--- src/rtl/des_round_ctrl.sv ---
// ---------------------------------------------------------------------------
// des_round_ctrl
//
// Sequencer for an iterative, one-round-per-cycle DES datapath. A block is
// processed as: load IP(data)/PC1(key), sixteen Feistel rounds, capture of
// FP(R16,L16), then a result-valid phase held until the consumer takes it
// (or a single-cycle pulse when AUTO_ACK=1). Start to out_valid is 19 cycles.
//
// Parameters
//   AUTO_ACK   1 = out_valid is a one-cycle pulse and out_ack is ignored
//
// Ports
//   clk        in   rising-edge clock
//   reset      in   asynchronous active-high reset, returns to IDLE at once
//   start      in   block request, accepted only while ready=1
//   decrypt    in   mode sampled on acceptance (0 encrypt, 1 decrypt)
//   out_ack    in   consumer accepts the result while out_valid=1
//   ready      out  controller idle, a start will be accepted
//   ld_init    out  one-cycle strobe: load IP(data_in) and PC1(key_in)
//   rnd_en     out  execute one Feistel round this cycle
//   round      out  current round index 0..15 (0 outside the round phase)
//   key_shift  out  C/D rotate amount for this round
//   key_dir    out  rotate direction, 0 = left, 1 = right
//   ld_out     out  one-cycle strobe: capture FP(R16,L16)
//   out_valid  out  result available in the datapath output register
//   busy       out  controller is working on, or holding, a block
// ---------------------------------------------------------------------------
module des_round_ctrl #(
    parameter bit AUTO_ACK = 1'b0
) (
    input  logic       clk,
    input  logic       reset,
    input  logic       start,
    input  logic       decrypt,
    input  logic       out_ack,
    output logic       ready,
    output logic       ld_init,
    output logic       rnd_en,
    output logic [3:0] round,
    output logic [1:0] key_shift,
    output logic       key_dir,
    output logic       ld_out,
    output logic       out_valid,
    output logic       busy
);

    typedef enum logic [2:0] {
        IDLE  = 3'd0,
        LOAD  = 3'd1,
        ROUND = 3'd2,
        FINAL = 3'd3,
        DONE  = 3'd4
    } state_t;

    state_t     state_q, state_d;
    logic [3:0] round_q, round_d;
    logic       mode_q,  mode_d;

    // State, round counter and mode registers. Reset parks the counter at
    // its saturated value so it only ever counts inside a block.
    always_ff @(posedge clk or posedge reset) begin
        if (reset) begin
            state_q <= IDLE;
            round_q <= 4'd15;
            mode_q  <= 1'b0;
        end else begin
            state_q <= state_d;
            round_q <= round_d;
            mode_q  <= mode_d;
        end
    end

    // Next-state logic. The mode is captured only on acceptance in IDLE so
    // a toggling decrypt input cannot disturb a block in flight.
    always_comb begin
        state_d = state_q;
        round_d = round_q;
        mode_d  = mode_q;
        unique case (state_q)
            IDLE: begin
                round_d = 4'd15;
                if (start) begin
                    state_d = LOAD;
                    mode_d  = decrypt;
                end
            end
            LOAD: begin
                state_d = ROUND;
                round_d = 4'd0;
            end
            ROUND: begin
                if (round_q == 4'd15) begin
                    state_d = FINAL;
                end else begin
                    round_d = round_q + 4'd1;
                end
            end
            FINAL: begin
                state_d = DONE;
                round_d = 4'd15;
            end
            DONE: begin
                round_d = 4'd15;
                if (AUTO_ACK || out_ack) begin
                    state_d = IDLE;
                end
            end
            default: begin
                state_d = IDLE;
                round_d = 4'd15;
            end
        endcase
    end

    // Output decode. Each datapath strobe belongs to exactly one state, so
    // they are mutually exclusive by construction. The key schedule uses
    // single rotates in rounds 1, 8 and 15 in both directions; round 0 is a
    // single left rotate when encrypting, but when decrypting the key after
    // PC1 already equals the fully rotated K16 key, so no rotate is needed.
    always_comb begin
        ready     = 1'b0;
        ld_init   = 1'b0;
        rnd_en    = 1'b0;
        round     = 4'd0;
        key_shift = 2'd0;
        key_dir   = 1'b0;
        ld_out    = 1'b0;
        out_valid = 1'b0;
        busy      = 1'b1;
        unique case (state_q)
            IDLE: begin
                ready = 1'b1;
                busy  = 1'b0;
            end
            LOAD: begin
                ld_init = 1'b1;
            end
            ROUND: begin
                rnd_en  = 1'b1;
                round   = round_q;
                key_dir = mode_q;
                if (round_q == 4'd0) begin
                    key_shift = mode_q ? 2'd0 : 2'd1;
                end else if (round_q == 4'd1 || round_q == 4'd8 ||
                             round_q == 4'd15) begin
                    key_shift = 2'd1;
                end else begin
                    key_shift = 2'd2;
                end
            end
            FINAL: begin
                ld_out = 1'b1;
            end
            DONE: begin
                out_valid = 1'b1;
            end
            default: begin
                ready = 1'b1;
                busy  = 1'b0;
            end
        endcase
    end

endmodule
--- config.mk ---
export PLATFORM = sky130hd
export DESIGN_NAME = des_round_ctrl
export DESIGN_NICKNAME = d
export VERILOG_FILES = /design/src/rtl/des_round_ctrl.sv
export SDC_FILE = /design/constraint.sdc
export NUM_CORES = 1
export LEC_CHECK = 0
export CAP_MARGIN = 10
export CORE_AREA = 2 2 39 41
export DETAILED_ROUTE_END_ITERATION = 7
export DIE_AREA = 0 0 41 43
export PLACE_DENSITY = 0.83
export SYNTH_ARGS = -nofsm -noshare
export SYNTH_HDL_FRONTEND = slang
export SYNTH_SLANG_ARGS = --single-unit
--- constraint.sdc ---
create_clock -name clk -period 1.9 [get_ports clk]
set_input_delay 0.475 -clock clk [delete_from_list [all_inputs] [get_ports clk]]
set_output_delay 0.475 -clock clk [all_outputs]
set_load 0.01 [all_outputs]
Word-level counts from Yosys, hierarchy flattened
Cells that the tools add are included.
{"block": "classes", "addsub": 1, "n_eq_ne": 11, "muxes": 18, "reduce_logical": 7}
{"op": "one-hot mux 3 bit (5 select lines)", "n": 1}
{"op": "2-to-1 mux 3 bit", "n": 3}
{"op": "== test 4 bit, second input constant", "n": 2}
{"op": "2-to-1 mux 1 bit", "n": 8}
{"op": "2-to-1 mux 4 bit", "n": 2}
{"op": "!= test 2 bit, second input constant", "n": 4}
{"op": "one-hot mux 4 bit (2 select lines)", "n": 1}
{"op": "== test 3 x 2 -> 1 bit, second input constant", "n": 2}
{"op": "2-to-1 mux 2 bit", "n": 3}
{"op": "adder 4 x 1 -> 4 bit, second input constant", "n": 1}
{"op": "== test 4 x 1 -> 1 bit, second input constant", "n": 1}
{"op": "logical NOT 4 bit", "n": 1}
{"op": "OR reduction 4 bit", "n": 1}
{"op": "== test 3 x 1 -> 1 bit, second input constant", "n": 1}
{"op": "== test 3 bit, second input constant", "n": 1}
{"op": "logical NOT 3 bit", "n": 1}
{"op": "AND reduction 3 bit", "n": 1}
{"op": "logical OR 1 bit", "n": 2}
{"op": "AND reduction 2 bit", "n": 1}
{"block": "word_totals", "regBits": 8, "in_bits": 5, "output_inout_bits": 13, "wordCells": 40}

Logic depth before layout (Yosys ltp)
{"block": "logic_depth", "word_depth": 6, "depth_mapped": 5}

Worst setup path after synthesis
OpenSTA, ideal clock, no wires.
{"block": "synth_timing", "kind": "flip-flop to output port", "start": "register round_q[1]", "end": "output port key_shift[1]", "t_arrival_ns": 1.206, "t_required_ns": 1.425, "setup_slack_ns": 0.219, "stages_incl_launch_ff": 6, "path_buffers": 0, "cell_sequence": "dfstp_2 > inv_1 > ha_1 > nor2b_1 > o21bai_1 > and3_1"}
{"block": "synth_between", "elab_chain_len": 6, "elab_cells_between_ends": 9, "classes_between": "eq/ne (3); mux (3); reduce/logical (3)"}
{"item": "from (decl)", "line_no": "56", "rtl": "logic [3:0] round_q, round_d;"}
{"item": "from (signal assigned)", "line_no": "68", "rtl": "round_q <= round_d;"}
{"item": "== test 4 x 1 -> 1 bit / == test 4 bit (equally long branches)", "line_no": "144", "rtl": "end else if (round_q == 4'd1 || round_q == 4'd8 ||"}
{"item": "logical OR 1 bit (2 in series)", "line_no": "144"}
{"item": "2-to-1 mux 2 bit", "line_no": "144"}
{"item": "2-to-1 mux 2 bit (*)", "line_no": "142", "rtl": "if (round_q == 4'd0) begin"}
{"item": "2-to-1 mux 2 bit (*)", "line_no": "130", "rtl": "unique case (state_q)"}
{"item": "to (decl)", "line_no": "40", "rtl": "output logic [1:0] key_shift,"}
Mark *: on every way between the ends. The rest lies on a longest branch, timed or not.

Final worst setup path
{"block": "layout_timing", "start": "register round_q[1]", "end": "output port key_shift[0]"}
The elaborated chain is that of the path after synthesis.

==> metrics.md <==
| Metric | Value |
|---|---|
| Result of the run | `complete, but fails checks` |
| Failing checks | `setup timing` |
| Seq/Total Area, Yosys | `0.381` |
| Post-route total power | `1600 µW` |
| Count of maximum capacitance violations | `0` |
| Number of setup violations in the final report | `2` |
| Cell types occupying the most area after synthesis | `sky130_fd_sc_hd__dfstp_2 19%, sky130_fd_sc_hd__dfrtp_1 19%, sky130_fd_sc_hd__ha_1 7.0%` |
| Vias after detailed routing | `507` |
| Clock tree buffer depth | `2` |
| Number of vias per cell | `about 4.8` |
| Number of library cell types mapped by synthesis | `28` |
| Port bufs | `17` |
| Top FF cell, synth | `sky130_fd_sc_hd__dfstp_2` |
| HPWL after detailed placement | `roughly 870 µm` |
| Kind of critical path | `reg2out` |
| Count of antenna diodes in the layout | `0` |
| Starting density of the core | `0.390` |
| Power density cells | `roughly 1900 nW/µm²` |
| Max Clock Freq | `between 400 and 500 MHz` |
| Global placer's final weighted congestion | `0.702` |
| Top-area cell type share of the netlist area | `0.195` |
| Final Max Tran Viols | `0` |
| Iter 0 DRT Violations | `3` |
| Share of the clock period used by the worst path | `1.09` |
| Die area | `roughly 1800 µm²` |
| VDD IR max | `around 1.0 mV` |
| Standard-cell rows | `14` |
| Number of synthesized register bits | `8` |
| Arrival time reported for the critical path endpoint | `between 1500 and 2000 ps` |
| Final global-route overflow total | `0` |
| Clock sinks | `8` |
| Number of detailed-route iterations in the first pass | `2` |
| Post-detailed-route DRC marker count | `0` |
| Number of routed nets with antenna violations | `0` |
| Number of flops mapped to enable cells by yosys | `0` |
| Number of nets in the final layout | `approximately 100` |
| First-pass GRT wire length | `roughly 1900 µm` |
| H-tree depth | `1` |
| Worst EP required | `~1400 ps` |
| Area Growth Syn to Fin | `57.3%` |
| Smallest setup slack after layout | `-163 ps` |
| Reg2reg path depth | `6` |
| CP Max Fanout | `3` |
| WL/cell | `11.6 µm` |
| Tightest Hold Check Type | `in2async` |
| All-Layer GR Usage | `0.165` |
| Vias in the first global route | `485` |
| Number of endpoints with negative hold slack in the final report | `0` |
| Synth Instances | `56` |
| Slew HR | `0.793` |
| Count of hold buffers inserted by post-cts repair | `0` |
| Kind of end point of the critical path | `output port` |
| Drt total wl | `between 1000 and 1500 µm` |
| Clock skew after layout | `approximately 14 ps` |
| CTS tree | `yes` |
| Std-Cell Core Area | `around 1400 µm²` |
| Clock root buffer master | `sky130_fd_sc_hd__clkbuf_4` |
| Critical path startpoint category | `flip-flop` |
| Vertical die dimension | `around 43 µm` |
| Worst-margin pin slew | `roughly 300 ps` |
| Num CTS Buffers | `3` |
| Number of fill cells in the layout | `between 100 and 150` |
| Mapped Nets | `64` |
| Pin count of the biggest net entering global routing | `9` |
| RSZ-0062 raised after global routing | `yes` |
| Initial antenna violation count | `0` |
| Die X | `a little over 40 µm` |
| Number of warnings issued by yosys | `0` |
| Library cell with the largest summed area after synthesis | `sky130_fd_sc_hd__dfstp_2` |
| Synthesized area | `between 500 and 600 µm²` |
| Share of post-route cells with drive strength above 1 | `0.489` |
| Minimum clock period | `approximately 2100 ps` |
| Total negative setup slack | `-292 ps` |
| Clock Pin Slew Worst Setup and Hold Paths | `around 60 ps` |
| Clock network latency to the later pin of the worst-skew pair | `~260 ps` |
| Leakage | `roughly 0.00044 µW` |
| Post-synthesis average cell area | `9.63 µm²` |
| IO Pins | `18` |
| Proportion of register bits with asynchronous set or reset after synthesis | `1.00` |
[what timing repair did]
item / in CTS / in global routing
gates cloned: 0 / 0
buffers inserted: 1 / 2
gates resized for setup: 25 / 19
pin swaps: 4 / 5
endpoints found under the setup margin: 13 / 10
[registers in the layout (all words and copies together) (netlist names)]
signal and flops:
mode_q 1, round_q 4, state_q 3
[cell families (layout without fill, tap and decap cells)]
family | after synthesis | in the layout | synth area share
AO/OA/AOI/OAI | 9 | 9 | 0.0975
XOR/XNOR | 3 | 3 | 0.0487
adder cells (fa/ha/maj) | 3 | 3 | 0.0696
buffers and inverters | 8 | 42 | 0.0696
flip-flops | 8 | 8 | 0.381
multiplexers | 4 | 4 | 0.0835
AND/OR/NAND/NOR | 21 | 21 | 0.251
[worst paths after layout]
check / start / to / slack [ps]
worst max register to register: round_q[0] / round_q[0] / 390
worst max-delay path: round_q[1] / key_shift[0] / -160
worst min register to register: mode_q / mode_q / 550
min in group clk: mode_q / mode_q / 550
max in group asynchronous: reset / round_q[0] / 1140
worst min-delay path: reset / state_q[0] / 460
[placed cells by master, fill, tap and decap left out, drive strengths merged, types with 3 or more instances in the layout]
| cell type | netlist | routed |
|---|---|---|
| clkbuf | 0 | 10 |
| clkdlybuf4s15 | 0 | 3 |
| mux2i | 3 | 3 |
| nor2 | 5 | 5 |
| and2 | 5 | 5 |
| xnor2 | 3 | 3 |
| dfrtp | 4 | 4 |
| ha | 3 | 3 |
| dfstp | 4 | 4 |
| clkdlybuf4s50 | 0 | 4 |
| o21ai | 4 | 4 |
| buf | 1 | 16 |
| inv | 7 | 7 |
[per-layer routing]
| layer | vias to the layer above | wire [µm] | GRT usage |
|---|---|---|---|
| met3 | 2 | 41 | 0.0157 |
| met2 | 14 | 688 | 0.306 |
| met1 | 238 | 485 | 0.164 |
| met4 | 0 | 12 | 0.0800 |
| li1 | 253 | - | - |
| met5 | - | 0 | 0 |
[power by group]
group	internal, µW	total [µW]	switching [µW]
Clock	80.6	144	63.2
Combinational	570	1070	499
Sequential	282	385	103
[worst max-delay path, stage by stage, from the launching register on]
cell	delay, ps
sky130_fd_sc_hd__dfstp_2	550
sky130_fd_sc_hd__inv_4	50
sky130_fd_sc_hd__ha_4	140
sky130_fd_sc_hd__nor2b_1	120
sky130_fd_sc_hd__o21bai_1	160
sky130_fd_sc_hd__buf_4	140
sky130_fd_sc_hd__a21oi_2	40
sky130_fd_sc_hd__buf_2	150
[cell type report]
| cell class | count | area, µm² | area share |
|---|---|---|---|
| clock buffers | 4 | 26.3 | 0.0310 |
| inverters | 7 | 31.3 | 0.0369 |
| multi-input cells | 40 | 333 | 0.392 |
| flip-flops and latches | 8 | 205 | 0.242 |
| well taps | 16 | 20.0 | 0.0236 |
| repair buffers | 31 | 233 | 0.274 |
[synthesized netlist by cell type (all sizes together), types with 2 or more instances]
| master | count |
|---|---|
| ha | 3 |
| nand3b | 2 |
| mux2i | 3 |
| dfrtp | 4 |
| dfstp | 4 |
| nor2 | 5 |
| xnor2 | 3 |
| a21oi | 2 |
| inv | 7 |
| nand2 | 2 |
| o21ai | 4 |
| and2 | 5 |
| nand3 | 2 |
[stage by stage]
| stage | utilization | area [µm²] | hold slack (ps) | setup slack, ps | instances |
|---|---|---|---|---|---|
| floorplan | - | 539 | 288 | 219 | 56 |
| global placement | 0.579 | 801 | 532 | -234 | 99 |
| detailed placement | 0.579 | 801 | 538 | -279 | 99 |
| CTS | 0.603 | 835 | 459 | -147 | 104 |
| global route | 0.613 | 848 | 503 | -242 | 106 |
| finish | 0.613 | 848 | 456 | -163 | 106 |
Power figures use the tool's default switching activity.
